**src/rtl/ram_rd_check.sv**
```systemverilog
// Read-back checker for the 32x8 RAM test pattern (rd_data == {3'b000, addr}).
// Optional status LED blinker is built only when RAM_CHK_LED_EN is defined.
module ram_rd_check #(
  parameter int unsigned RD_LATENCY = 2,
  parameter int unsigned BLINK_CNT  = 25_000_000
) (
  input  logic        clk,
  input  logic        rst_n,
  input  logic        ram_en,
  input  logic        ram_wea,
  input  logic [4:0]  ram_addr,
  input  logic [7:0]  ram_rd_data,
  output logic        chk_valid,
  output logic        chk_fail,
  output logic        err_flag,
  output logic [4:0]  err_addr,
  output logic [7:0]  err_cnt,
  output logic [15:0] ok_cnt,
  output logic        led
);

  typedef enum logic [1:0] {
    S_WAIT = 2'd0,
    S_RUN  = 2'd1,
    S_FAIL = 2'd2
  } state_t;

  state_t              state_q, state_d;
  logic [31:0]         written_q, written_d;
  logic [RD_LATENCY-1:0] pv_q;
  logic [4:0]          pa_q [RD_LATENCY];

  logic        chk_valid_q, chk_valid_d;
  logic        chk_fail_q, chk_fail_d;
  logic        err_flag_q, err_flag_d;
  logic [4:0]  err_addr_q, err_addr_d;
  logic [7:0]  err_cnt_q, err_cnt_d;
  logic [15:0] ok_cnt_q, ok_cnt_d;

  logic       wr_ev, rd_ev, out_v, mismatch;
  logic [4:0] out_a;

  assign wr_ev    = ram_en & ram_wea;
  assign rd_ev    = ram_en & ~ram_wea;
  assign out_v    = pv_q[RD_LATENCY-1];
  assign out_a    = pa_q[RD_LATENCY-1];
  assign mismatch = out_v && (ram_rd_data != {3'b000, out_a});

  // Valid bit uses written_q, i.e. the flags as they stood before this edge.
  always_ff @(posedge clk or negedge rst_n) begin
    if (!rst_n) begin
      pv_q <= '0;
      for (int unsigned i = 0; i < RD_LATENCY; i++) pa_q[i] <= '0;
    end else begin
      pv_q[0] <= rd_ev & written_q[ram_addr];
      pa_q[0] <= ram_addr;
      for (int unsigned i = 1; i < RD_LATENCY; i++) begin
        pv_q[i] <= pv_q[i-1];
        pa_q[i] <= pa_q[i-1];
      end
    end
  end

  always_comb begin
    written_d   = written_q;
    if (wr_ev) written_d[ram_addr] = 1'b1;
    chk_valid_d = out_v;
    chk_fail_d  = mismatch;
    err_flag_d  = err_flag_q | mismatch;
    err_addr_d  = (mismatch && !err_flag_q) ? out_a : err_addr_q;
    err_cnt_d   = (mismatch && (err_cnt_q != 8'hFF)) ? err_cnt_q + 8'd1 : err_cnt_q;
    ok_cnt_d    = (out_v && !mismatch) ? ok_cnt_q + 16'd1 : ok_cnt_q;
  end

  always_comb begin
    state_d = state_q;
    case (state_q)
      S_WAIT:  if (mismatch) state_d = S_FAIL; else if (wr_ev) state_d = S_RUN;
      S_RUN:   if (mismatch) state_d = S_FAIL;
      S_FAIL:  state_d = S_FAIL;
      default: state_d = S_WAIT;
    endcase
  end

  always_ff @(posedge clk or negedge rst_n) begin
    if (!rst_n) begin
      state_q     <= S_WAIT;
      written_q   <= '0;
      chk_valid_q <= 1'b0;
      chk_fail_q  <= 1'b0;
      err_flag_q  <= 1'b0;
      err_addr_q  <= '0;
      err_cnt_q   <= '0;
      ok_cnt_q    <= '0;
    end else begin
      state_q     <= state_d;
      written_q   <= written_d;
      chk_valid_q <= chk_valid_d;
      chk_fail_q  <= chk_fail_d;
      err_flag_q  <= err_flag_d;
      err_addr_q  <= err_addr_d;
      err_cnt_q   <= err_cnt_d;
      ok_cnt_q    <= ok_cnt_d;
    end
  end

  assign chk_valid = chk_valid_q;
  assign chk_fail  = chk_fail_q;
  assign err_flag  = err_flag_q;
  assign err_addr  = err_addr_q;
  assign err_cnt   = err_cnt_q;
  assign ok_cnt    = ok_cnt_q;

`ifdef RAM_CHK_LED_EN
  localparam logic [24:0] BLINK_LAST = 25'(BLINK_CNT - 1);

  logic [24:0] blink_q, blink_d;
  logic        led_q, led_d;

  // Counter idles at 0 outside S_FAIL so each blink phase starts fresh.
  always_comb begin
    blink_d = '0;
    led_d   = 1'b0;
    case (state_q)
      S_RUN: led_d = 1'b1;
      S_FAIL: begin
        if (blink_q == BLINK_LAST) begin
          blink_d = '0;
          led_d   = ~led_q;
        end else begin
          blink_d = blink_q + 25'd1;
          led_d   = led_q;
        end
      end
      default: ;
    endcase
  end

  always_ff @(posedge clk or negedge rst_n) begin
    if (!rst_n) begin
      blink_q <= '0;
      led_q   <= 1'b0;
    end else begin
      blink_q <= blink_d;
      led_q   <= led_d;
    end
  end

  assign led = led_q;
`else
  assign led = 1'b0;
`endif

endmodule

```
**config.mk**
```make
export PLATFORM = sky130hd
export DESIGN_NAME = ram_rd_check
export DESIGN_NICKNAME = d
export VERILOG_FILES = /design/src/rtl/ram_rd_check.sv
export SDC_FILE = /design/constraint.sdc
export NUM_CORES = 1
export LEC_CHECK = 0
export ABC_CLOCK_PERIOD_IN_PS = 2500
export BUFFER_PORTS_ARGS = -buffer_cell sky130_fd_sc_hd__buf_2
export CORE_ASPECT_RATIO = 0.7
export CORE_MARGIN = 3
export CORE_UTILIZATION = 35
export DETAILED_ROUTE_END_ITERATION = 6
export MAX_ROUTING_LAYER = met4
export PLACE_DENSITY_LB_ADDON = 0.08
export REMOVE_ABC_BUFFERS = 1
export SETUP_SLACK_MARGIN = 0.3
export SYNTH_ARGS = -nofsm -noshare
export SYNTH_HDL_FRONTEND = slang
export SYNTH_SLANG_ARGS = --single-unit
```
**constraint.sdc**
```tcl
create_clock -name clk -period 2.5 [get_ports clk]
set_input_delay 0.125 -clock clk [delete_from_list [all_inputs] [get_ports clk]]
set_output_delay 0.125 -clock clk [all_outputs]
set_load 0.02 [all_outputs]
```
======== After elaboration in Yosys (flattened, before gate mapping) ========
Cells that the tools add are included.
operators by class
  bitwise gates (word level) .............. 6
  order comparisons ....................... 2
  muxes and demuxes ....................... 4
  equality and inequality tests ........... 2
  $add $sub $neg .......................... 2
  reduce and logical (&&, ||, !) cells .... 7
operator list
  operator                                                           count
  bitwise OR 32 bit                                                  1
  adder 16 x 1 -> 16 bit, second input constant                      1
  adder 8 x 1 -> 8 bit, second input constant                        1
  != test 8 x 5 -> 1 bit                                             1
  != test 8 bit, second input constant                               1
  less-than comparator 5 x 6 -> 1 bit, second input constant         1
  binary-select mux 1 bit (select 5 bit)                             1
  demux 1 bit (select 5 bit)                                         1
  greater-or-equal comparator 5 x 1 -> 1 bit, second input constant  1
  logical AND 1 bit                                                  5
  AND 1 bit                                                          3
  zero test 1 bit                                                    2
  two-way mux 1 bit                                                  2
  NOT 1 bit                                                          1
  bitwise OR 1 bit                                                   1
storage, ports and cells
  logic and storage cells ................. 33
  bits of input ports ..................... 17
  output and inout bits ................... 33
  bits in registers ....................... 76

======== Longest topological paths before layout ========
Gate-level depths: netlist of run 1.
  word-level depth ........................ 5
  gate-level depth with buffers ........... 7
  mapped depth without buffers ............ 5

======== Worst setup path before layout of run 1 ========
No wires, ideal clock.
  path type ............................... flip-flop to flip-flop
  start point ............................. register pa_q (netlist bit out_a[4])
  end point ............................... register err_addr_q[0], in the netlist err_addr[0]
  data required time ...................... 2.375 ns
  arrival time ............................ 1.634 ns
  path buffers ............................ 1
  library setup time ...................... 0.125 ns
  stages on the path, launching flop included .. 7
  slack ................................... 0.741 ns
  clock period less this slack ............ 1.759 ns
  path through ............................ dfrtp_1 > xor2_1 > nor4_2 > nand2_1 > buf_6 > nand3b_1 > mux2_2
on the way
  longest elaborated chain between the ends .. 3
ends and longest elaborated chain
  what                              RTL line  source
  start: declaration                31        logic [4:0] pa_q [RD_LATENCY];
  start signal: indexed assignment  59        pa_q[i] <= pa_q[i-1];
  != test 8 x 5 -> 1 bit            47        assign mismatch = out_v && (ram_rd_data != {3'b000, out_a});
  logical AND 1 bit                 47
  logical AND 1 bit                 70        err_addr_d = (mismatch && !err_flag_q) ? out_a : err_addr_q;
  end signal: assignment            101       err_addr_q <= err_addr_d;
  end: declaration                  36        logic [4:0] err_addr_q, err_addr_d;
Every way passes these cells.
A chain may end at the register's enable or synchronous reset.

======== Worst setup path in the final report of run 1 ========
  start point ............................. register pa_q (netlist bit out_a[4])
  end point ............................... register ok_cnt_q[15], in the netlist ok_cnt[15]
on the way
  longest elaborated chain between the ends .. 4
ends and longest elaborated chain
  what                    RTL line  source
  != test 8 x 5 -> 1 bit  47
  logical AND 1 bit       47
  zero test 1 bit         72        ok_cnt_d = (out_v && !mismatch) ? ok_cnt_q + 16'd1 : ok_cnt_q;
  logical AND 1 bit       72
  end signal: assignment  103       ok_cnt_q <= ok_cnt_d;
  end: declaration        38        logic [15:0] ok_cnt_q, ok_cnt_d;
Every way passes these cells.

==> out/qor.yml, run 1 <==
run_status:
  outcome: "complete, no violations"
power:
  switching_share_pct: 23.75
  intPower_uw: 2528
  combPwrFrac_pct: 13.8
  p_leak_uw: 0.001836
  p_switching_uw: 787.1
  p_clk_share_pct: 40.7
  seqPwrFrac_pct: 45.5
  cellPowerDensity_nw_per_um2: 854.0
  ir_drop_mv: 0.3718
synth:
  synthFlopType: "dfrtp_1"
  synth_seq_cells: 76
  syn_area_um2: 3237
  synth_cells: 257
  synth_edf_count: 0
  ys_types: 35
  yosys_warnings: 0
  ys_seq_area_share_pct: 58.76
  synthArstFlopShare_pct: 100.0
  syn_avg_cell_area_um2: 12.59
clock_tree:
  h-tree-depth: 3
  cts.reportedPaths.clkPinSlew_ns: 0.06
  cts_tree: "yes"
  clk_path_buf_depth: 2
  root_buffer: "clkbuf_16"
  cts_made_buffers: 9
  numClockSinks: 76
  clk_latency_ns: 0.33
floorplanning:
  die_w_um: 120.9
  ioPinCount: 50
  dieArea_um2: 10460
  initial_utilization_pct: 37.11
  coreArea_um2: 8723
  num_rows: 28
  chipHeight_um: 86.46
global_route:
  grt_pass1_wl_um: 11300
  grt_max_degree: 77
  grt.total_usage_pct: 14.66
  grt_pass1_vias: 2065
  antenna_found_initial: 0
  grt_overflow: 0
routing:
  drt-wirelength-per-cell_um: 15.67
  finalWirelength_um: 6692
  vias_per_cell: 4.913
  drt-initial-drc-count: 139
  ant_nets: 0
  firstDrtPassIters: 4
  num_vias: 2098
  drc: 0
placement:
  pre_cts_slack_ns: 0.5824
  port_buffers: 48
  hpwl_um: 4400
  gp_congestion: 0.7198
final_layout:
  drive_gt1_share_pct: 26.71
  nNetsFinal: 324
  area_delta_synth_final_pct: 19.91
  final_common_cell: "dfrtp_1"
  antenna_cells: 0
  layout_common_cells: "dfrtp_1 (76), buf_2 (47), o21bai_1 (30), xor2_1 (18), nand2_1 (12)"
sta:
  layout_min_cycle_time_ns: 1.901
  period_share_pct: 76.03
  final-max-slew-violation-count: 0
  setup_ws_ns: 0.5993
  finClkSkew_ns: 0.006624
  setup_viol: 0
  timing.slew.headroom_pct: 36.44
  max_freq_mhz: 526.1
  final_hold_viol_count: 0
  max_slew.worst_pin.slew_ns: 0.9533
  tns_ns: 0
  rsz0062_at_grt: "no"
  whs_ns: 0.01205
setup_path:
  startpoint_type: "flip-flop"
  critPathMaxFanout: 19
  end_kind: "flip-flop"
  cp_data_arrival_time_ns: 2.15
  critPathKind: "flip-flop to flip-flop"
  required_ns: 2.75
hold_path:
  min_path_type: "input port to flip-flop"
job:
  maxCapViolations: 0
==> final cells by class <==
class / count / area (um^2)
Tap cell: 120 / 150.1
Fill cell: 832 / 4842
Inverter: 3 / 11.26
Timing Repair Buffer: 51 / 267.8
Clock inverter: 2 / 60.06
Sequential cell: 76 / 1902
Clock buffer: 11 / 252.7
Multi-Input combinational cell: 164 / 1237
==> cell usage after synthesis (all sizes together), types with 2 or more instances <==
cell type,count,area (um^2)
mux2i,8,80.08
xor2,18,157.7
buf,8,63.80
or3b,2,17.52
mux2,7,78.83
nor4,9,68.81
or2,4,25.02
xnor2,8,70.07
a31oi,4,25.02
clkbuf,6,22.52
nor2,9,33.78
a21o,3,22.52
nand4,10,62.56
o21bai,30,225.2
nand3,10,50.05
nand2,12,45.04
nand3b,3,22.52
and3,4,25.02
mux4,4,90.09
inv,3,11.26
dfrtp,76,1902
o22ai,4,25.02
nor3,5,35.03
or3,2,12.51
ha,2,25.02
==> kinds of logic (layout without fill, tap and decap cells) <==
logic type	count (synthesis)	after routing	synth area share [%]
AOI/OAI and AO/OA	44	44	9.934
xor gates and xnor gates	26	26	7.035
adders and majority gates	2	2	0.7730
buffers and inverters	17	67	3.015
DFF	76	76	58.76
muxes	19	19	7.693
other	1	1	0.1159
and+or+nand+nor	72	72	12.68
==> metrics by stage <==
stage	util, %	std cells	area, um^2	power, uW
3_5_place_dp	40.79	413	3558	1988
4_1_cts	44.49	427	3881	3373
3_3_place_gp	40.79	413	3558	1987
2_1_floorplan	-	243	3151	1804
6_report	44.49	427	3881	3315
5_1_grt	44.49	427	3881	3507
==> timing repair <==
| item | CTS | global route |
|---|---|---|
| hold buffers | 1 | 0 |
| endpoints found under the hold margin | 32 | 0 |
| buffers inserted | 0 | 0 |
| resized for setup | 0 | 0 |
==> metal layers <==
layer | part of all wire, % | track usage [%] | up-vias
met5 | 0 | - | -
met4 | 1.2 | 4.630 | 0
met3 | 5.0 | 4.762 | 8
met2 | 40 | 18.70 | 48
met1 | 54 | 21.76 | 1020
li1 | - | - | 1022
==> critical path, cell delays in order (launching register included) <==
cell,delay [ns]
dfrtp_1,0.38
xor2_1,0.17
nor4_2,0.37
nand2_1,0.12
buf_4,0.23
nor4_1,0.39
xor2_1,0.17
==> worst paths after layout <==
path                       startpoint       endpoint  slack [ns]  depth (start not counted)
min reg2reg                   pa_q[8]       out_a[3]        0.35                          0
max                          out_a[4]     ok_cnt[15]        0.60                          6
max in group asynchronous       rst_n  written_q[30]        1.39                          2
min in group asynchronous       rst_n   written_q[1]        0.49                          2
min                           ram_wea        pv_q[0]        0.01                          2
max reg2reg                  out_a[4]     ok_cnt[15]        0.60                          6
==> registers in the layout (all words and copies together), names as in the netlist <==
signal	count
written_q	32
ok_cnt	16
err_cnt	8
err_addr	5
out_a	5
pa_q	5
pv_q	2
chk_fail	1
chk_valid	1
err_flag	1
==> power groups by stage <==
stage	Clock (uW)	Combinational [uW]	Sequential, uW
after global routing	1460	509	1530
final	1350	457	1510
after floorplan	0	217	1590
after global placement	0	459	1530
after detailed placement	0	464	1520
after CTS	1400	466	1510
No activity file was read; power rests on OpenSTA's default activity.
==> run 2, diff against run 1 <==
--- a/config.mk
+++ b/config.mk
@@ -5,7 +5,7 @@
 export SDC_FILE = /design/constraint.sdc
 export NUM_CORES = 1
 export LEC_CHECK = 0
-export ABC_CLOCK_PERIOD_IN_PS = 2500
+export ABC_CLOCK_PERIOD_IN_PS = 1600
 export BUFFER_PORTS_ARGS = -buffer_cell sky130_fd_sc_hd__buf_2
 export CORE_ASPECT_RATIO = 0.7
 export CORE_MARGIN = 3
==> constraint.sdc (replaced) <==
create_clock -name clk -period 1.6 [get_ports clk]
set_input_delay 0.08 -clock clk [delete_from_list [all_inputs] [get_ports clk]]
set_output_delay 0.08 -clock clk [all_outputs]
set_load 0.02 [all_outputs]
==> run 2 against run 1 <==
The run now ends with setup timing left. Sequential share of layout area decreased by 5.4 points. Count of clock-buffer cells in the layout decreased by 1. Non-clock buffer count increased by 33. Clock skew decreased by 0.0026 ns. Cell count increased by 8.4%. Global-route usage increased by 0.88 points. Sequential cell count unchanged. Register-to-register slack got worse by 0.78 ns. Sequential power increased by 55%. Final area increased by 12%.
==> out/qor.yml, run 2 (synthesized netlist as in run 1, its figures left out) <==
setup_path:
  r2r_cells: 6  # unchanged
  startpoint_type: "flip-flop"  # unchanged
  critPathKind: "flip-flop to flip-flop"  # unchanged
  cpMaxStageDelayCell: "dfrtp_1"  # was nor4_1
  r2r_start: "out_a[0]"  # was out_a[4]
  path_buf_inv: 1  # unchanged
  slowest_delay_ns: 0.39  # about the same
  crit_top_cell: "xor2_1"  # unchanged
  cp_data_arrival_time_ns: 2.04  # was 2.15 ns
  cp_top_family: "simple AND/OR/NAND/NOR gates"  # unchanged
  end_kind: "flip-flop"  # unchanged
  required_ns: 1.86  # was 2.75 ns
  critPathMaxFanout: 12  # was 19
  crit_chain: "xor2_1, nor4_2, nand2_1, buf_6, nor4_1, xor2_1"  # was xor2_1, nor4_2, nand2_1, buf_4, nor4_1, xor2_1
  rrSetupSlack_ns: -0.18  # was 0.60 ns
  worst-path-stages: 6  # unchanged
  r2r-end: "ok_cnt[13]"  # was ok_cnt[15]
routing:
  drt-wirelength-per-cell_um: 15.74  # was 15.67 um
  drt-initial-drc-count: 108  # was 139
  num_vias: 2257  # was 2,098
  ant_nets: 0  # unchanged
  firstDrtPassIters: 4  # unchanged
  finalWirelength_um: 7289  # was 6692 um
  drc: 0  # unchanged
  vias_per_cell: 4.875  # was 4.913
final_layout:
  antenna_cells: 0  # unchanged
  largest_register_ff_count: 32  # unchanged
  final_common_cell: "dfrtp_1"  # unchanged
  design_area_um2: 4358  # was 3881 um^2
  largest-register: "written_q"  # unchanged
  drive_gt1_share_pct: 38.19  # was 26.71%
  nFillCells: 787  # was 832
  fin_util_pct: 49.96  # was 44.49%
  seqCellArea_um2: 1902  # unchanged
  multi_input_area_um2: 1369  # was 1237 um^2
  nNetsFinal: 357  # was 324
  area_delta_synth_final_pct: 34.63  # was 19.91%
  layout_common_cells: "dfrtp_1 (76), buf_2 (47), o21bai_1 (30), buf_4 (28), xor2_1 (18)"  # was dfrtp_1 (76), buf_2 (47), o21bai_1 (30), xor2_1 (18), nand2_1 (12)
global_route:
  grt.total_usage_pct: 15.54  # was 14.66%
  antenna_found_initial: 0  # unchanged
  grt_max_degree: 46  # was 77
  grt_pass1_wl_um: 12140  # was 11,300 um
  grt_pass1_vias: 2270  # was 2,065
  grt_overflow: 0  # unchanged
hold_path:
  worstHoldStart: "ram_addr[1]"  # was ram_wea
  min_to: "pa_q[6]"  # was pv_q[0]
  min_path_type: "input port to flip-flop"  # unchanged
  hold-path-cell-count: 1  # was 2
sta:
  setup_viol: 31  # was 0
  max_slew.worst_pin.slew_ns: 0.5851  # was 0.9533 ns
  setup_ws_ns: -0.1794  # was 0.5993 ns
  final_hold_viol_count: 0  # unchanged
  tns_ns: -3.457  # was 0 ns
  final-max-slew-violation-count: 0  # unchanged
  period_share_pct: 111.2  # was 76.03%
  layout_min_cycle_time_ns: 1.779  # was 1.901 ns
  max_freq_mhz: 562.0  # was 526.1 MHz
  timing.slew.headroom_pct: 60.88  # was 36.44%
  finClkSkew_ns: 0.004051  # was 0.006624 ns
  rsz0062_at_grt: "yes"  # was no
placement:
  hpwl_um: 4974  # was 4400 um
  placed_area_um2: 3774  # was 3558 um^2
  port_buffers: 48  # unchanged
  gp_congestion: 0.7342  # was 0.7198
clock_tree:
  h-tree-depth: 3  # unchanged
  root_buffer: "clkbuf_16"  # unchanged
  clk_latency_ns: 0.33  # about the same
  numClockSinks: 76  # unchanged
  cts_made_buffers: 9  # unchanged
  cts.reportedPaths.clkPinSlew_ns: 0.06  # about the same
  cts_tree: "yes"  # unchanged
  clk_path_buf_depth: 2  # unchanged
run_status:
  violations: "setup timing"
  outcome: "finished with violations"  # was complete, no violations
power:
  cellPowerDensity_nw_per_um2: 1302  # was 854.0 nW/um^2
  power.total_uw: 5675  # was 3315 uW
  ir_drop_mv: 0.5289  # was 0.3718 mV
  p_leak_uw: 0.002090  # was 0.001836 uW
floorplanning:
  initial_utilization_pct: 37.11  # unchanged
  die_w_um: 120.9  # unchanged
  dieArea_um2: 10460  # unchanged
  num_rows: 28  # unchanged
  chipHeight_um: 86.46  # unchanged
  coreArea_um2: 8723  # unchanged
  ioPinCount: 50  # unchanged
job:
  maxCapViolations: 0  # unchanged
## run 2: report_power, final
part           internal (uW)  total (uW)  switching [uW]
Sequential              2190        2340             147
Clock                   1680        2460             774
Combinational            441         877             436
Total                   4320        5680            1360
## run 2: worst max-delay path by stage
| stage | from | end | slack [ns] |
|---|---|---|---|
| global placement | out_a[4] | ok_cnt[15] | -0.15 |
| global route | out_a[0] | ok_cnt[10] | -0.37 |
| detailed placement | out_a[0] | ok_cnt[15] | -0.23 |
| finish | out_a[0] | ok_cnt[13] | -0.18 |
| CTS | out_a[2] | ok_cnt[15] | -0.19 |
| floorplan | out_a[4] | err_addr[0] | -0.38 |
## run 2: timing repair
item	CTS	global route
hold endpoints to repair	77	0
hold buffers	3	0
pin swaps	7	3
endpoints found under the setup margin	32	40
resized for setup	18	10
setup buffers	3	1
## run 2: metrics by stage
step / setup slack (ns) / instances / hold slack, ns
after global placement: -0.1466 / 440 / -0.05125
after floorplan: -0.3811 / 243 / -0.2156
after CTS: -0.1914 / 462 / 0.003154
final: -0.1794 / 463 / 0.01979
after detailed placement: -0.2288 / 440 / -0.04879
after global routing: -0.3666 / 463 / 0.01746
## run 2: area by class of cell
type,count,area share [%]
timing repair buffer,84,12.86
clock inverter,6,3.129
multi-input combinational,164,31.41
sequential,76,43.64
clock buffer,10,5.254
inverter,3,0.2584
tap,120,3.445
## run 2: per-layer routing
metal	part of all wire [%]	global-route usage (%)	routed length, um	vias to the layer above
li1	-	-	-	1085
met1	52	22.18	3802	1112
met2	42	21.02	3052	51
met3	4.5	4.501	331	9
met4	1.4	5.556	103	0
met5	0	-	0	-
==> run 3, diff against run 2 <==
--- a/config.mk
+++ b/config.mk
@@ -5,6 +5,7 @@
 export SDC_FILE = /design/constraint.sdc
 export NUM_CORES = 1
 export LEC_CHECK = 0
+export ABC_AREA = 1
 export ABC_CLOCK_PERIOD_IN_PS = 1600
 export BUFFER_PORTS_ARGS = -buffer_cell sky130_fd_sc_hd__buf_2
 export CORE_ASPECT_RATIO = 0.7
==> run 3 against run 2 <==
The flow now finishes without violations. Core utilization down 3.0 points. Maximum frequency is 27% higher. Total power shrank 14%. Clock skew rose by 0.0011 ns.
==> out/qor.yml, run 3 <==
synth:
  synth_seq_cells: 76  # unchanged
  synthFlopType: "dfrtp_1"  # unchanged
  synthArstFlopShare_pct: 100.0  # unchanged
  synth_largest_area_cell: "dfrtp_1"  # unchanged
  yosys-top-cells-count: "nand2_1 (139), dfrtp_1 (76), inv_1 (52)"  # was dfrtp_1 (76), o21bai_1 (30), xor2_1 (18)
  syn_area_um2: 3550  # was 3237 um^2
  synth_top_area_share_pct: 53.58  # was 58.76%
  yosys-top-cells-area: "dfrtp_1 (54%), nand2_1 (15%), inv_1 (5.5%), o21bai_1 (5.5%), o21ai_0 (4.4%)"  # was dfrtp_1 (59%), o21bai_1 (7.0%), xor2_1 (4.9%), mux4_2 (2.8%), mux2i_1 (2.5%)
  ys_seq_area_share_pct: 53.58  # was 58.76%
  post-synth-top-count-cell: "nand2_1"  # was dfrtp_1
  ys_types: 23  # was 35
  synth_edf_count: 0  # unchanged
  synth_cells: 419  # was 257
  yosys_warnings: 0  # unchanged
  syn_avg_cell_area_um2: 8.472  # was 12.59 um^2
sta:
  finClkSkew_ns: 0.005140  # was 0.004051 ns
  final-max-slew-violation-count: 0  # unchanged
  max_freq_mhz: 716.1  # was 562.0 MHz
  setup_viol: 0  # was 31
  tns_ns: 0  # was -3.457 ns
  layout_min_cycle_time_ns: 1.396  # was 1.779 ns
  rsz0062_at_grt: "yes"  # unchanged
  period_share_pct: 87.28  # was 111.2%
  final_hold_viol_count: 0  # unchanged
hold_path:
  min_path_type: "input port to flip-flop"  # unchanged
  worstHoldStart: "ram_en"  # was ram_addr[1]
  min_to: "pv_q[0]"  # was pa_q[6]
  hold-path-cell-count: 3  # was 1
clock_tree:
  h-tree-depth: 3  # unchanged
  cts_tree: "yes"  # unchanged
  root_buffer: "clkbuf_16"  # unchanged
  clk_latency_ns: 0.33  # about the same
  cts_made_buffers: 9  # unchanged
  numClockSinks: 76  # unchanged
  clk_path_buf_depth: 2  # unchanged
  cts.reportedPaths.clkPinSlew_ns: 0.06  # about the same
final_layout:
  fin_util_pct: 46.97  # was 49.96%
  largest_register_ff_count: 32  # unchanged
  final_common_cell: "nand2_1"  # was dfrtp_1
  layout_common_cells: "nand2_1 (139), dfrtp_1 (76), inv_1 (51), buf_2 (44), o21ai_0 (31)"  # was dfrtp_1 (76), buf_2 (47), o21bai_1 (30), buf_4 (28), xor2_1 (18)
  nNetsFinal: 522  # was 357
  seqCellArea_um2: 1902  # unchanged
  drive_gt1_share_pct: 22.83  # was 38.19%
  nFillCells: 972  # was 787
  area_delta_synth_final_pct: 29.64  # was 34.63%
  stdcell_count: 636  # was 463
  largest-register: "written_q"  # unchanged
  multi_input_area_um2: 1518  # was 1369 um^2
  antenna_cells: 0  # unchanged
job:
  maxCapViolations: 0  # unchanged
setup_path:
  required_ns: 1.82  # was 1.86 ns
  critPathKind: "flip-flop to flip-flop"  # unchanged
  startpoint_type: "flip-flop"  # unchanged
  end_kind: "flip-flop"  # unchanged
  rrSetupSlack_ns: 0.20  # was -0.18 ns
  r2r-end: "ok_cnt[2]"  # was ok_cnt[13]
  r2r_start: "out_a[0]"  # unchanged
  r2r_cells: 8  # was 6
  critPathMaxFanout: 26  # was 12
  cp_data_arrival_time_ns: 1.62  # was 2.04 ns
floorplanning:
  initial_utilization_pct: 36.23  # was 37.11%
  coreArea_um2: 9797  # was 8723 um^2
  dieArea_um2: 11410  # was 10,460 um^2
  ioPinCount: 50  # unchanged
  die_w_um: 126.4  # was 120.9 um
  num_rows: 30  # was 28
  chipHeight_um: 90.26  # was 86.46 um
routing:
  drt-wirelength-per-cell_um: 13.16  # was 15.74 um
  finalWirelength_um: 8369  # was 7289 um
  drt-initial-drc-count: 168  # was 108
  ant_nets: 0  # unchanged
  vias_per_cell: 4.560  # was 4.875
  num_vias: 2900  # was 2,257
  firstDrtPassIters: 4  # unchanged
  drc: 0  # unchanged
global_route:
  grt_pass1_wl_um: 14080  # was 12,140 um
  grt.total_usage_pct: 15.83  # was 15.54%
  grt_max_degree: 40  # was 46
  grt_pass1_vias: 2745  # was 2,270
  antenna_found_initial: 0  # unchanged
  grt_overflow: 0  # unchanged
placement:
  gp_congestion: 0.8325  # was 0.7342
  dp.cells: 606  # was 440
  hpwl_um: 5853  # was 4974 um
  port_buffers: 48  # unchanged
power:
  power.total_uw: 4873  # was 5675 uW
  ir_drop_mv: 0.6627  # was 0.5289 mV
  p_leak_uw: 0.002294  # was 0.002090 uW
  cellPowerDensity_nw_per_um2: 1059  # was 1302 nW/um^2
run_status:
  outcome: "complete, no violations"  # was finished with violations
## run 3: logic make-up after synthesis
| kind of cell | Yosys count | share of synthesized area (%) |
|---|---|---|
| AND/OR/NAND/NOR | 199 | 23.48 |
| AO/OA/AOI/OAI | 61 | 10.43 |
| flip-flops | 76 | 53.58 |
| other | 1 | 0.1056 |
| adder cells (fa/ha/maj) | 2 | 0.7049 |
| buffers and inverters | 62 | 7.261 |
| XOR/XNOR | 18 | 4.441 |
## run 3: worst max-delay path by stage
stage               startpoint   endpoint  slack [ns]  cells after the start
floorplan            ok_cnt[0]  ok_cnt[6]        0.09                      7
CTS                   out_a[4]  ok_cnt[2]        0.15                      8
global placement     ok_cnt[0]  ok_cnt[6]        0.08                      7
finish                out_a[0]  ok_cnt[2]        0.20                      8
global route          out_a[0]  ok_cnt[2]        0.05                      8
detailed placement   ok_cnt[0]  ok_cnt[6]        0.03                      7
## run 3: metrics by stage
| stage | hold WS [ns] | setup WS [ns] | area, um^2 |
|---|---|---|---|
| after global routing | 0.01224 | 0.04622 | 4602 |
| after global placement | -0.02563 | 0.08181 | 4069 |
| after floorplan | -0.2156 | 0.09461 | 3491 |
| after detailed placement | -0.02904 | 0.02873 | 4069 |
| after CTS | 0.001356 | 0.1525 | 4493 |
| final | 0.008972 | 0.2035 | 4602 |
## run 3: worst max-delay path, cell delays in order, from the launching register on
cell and delay [ns]:
dfrtp_1 0.40, xor2_1 0.18, nor2_2 0.11, nand3_2 0.13, nor2_4 0.13, buf_12 0.17, nand2_1 0.06, nand2_1 0.05
nand2_1 0.05
## run 3: layer usage
metal | vias to the layer above | share of wire (%) | track usage [%]
met5 | - | 0 | -
met4 | 0 | 1.2 | 4.286
met3 | 6 | 4.8 | 4.492
met2 | 58 | 41 | 21.13
met1 | 1335 | 53 | 23.41
li1 | 1501 | - | -
## run 3: area by class of cell
cell class	instances	area share, %
Multi-Input combinational cell	283	32.98
Sequential cell	76	41.33
Clock inverter	6	1.414
Clock buffer	10	4.976
Timing Repair Buffer	80	11.50
Inverter	53	4.323
Tap cell	128	3.480
## run 3: repair_timing
item                       4_1_cts  5_1_grt
hold endpoints to repair        79        0
setup endpoints to repair       29       35
buffers inserted                 4        4
pin swaps                        2        5
cloned                           1        1
gates resized for setup         11       17
hold buffers                     4        0
## run 3: report_power, final
part	internal (uW)	switching, uW
Combinational	283	380
Clock	1210	784
Sequential	2110	110
Total	3600	1270
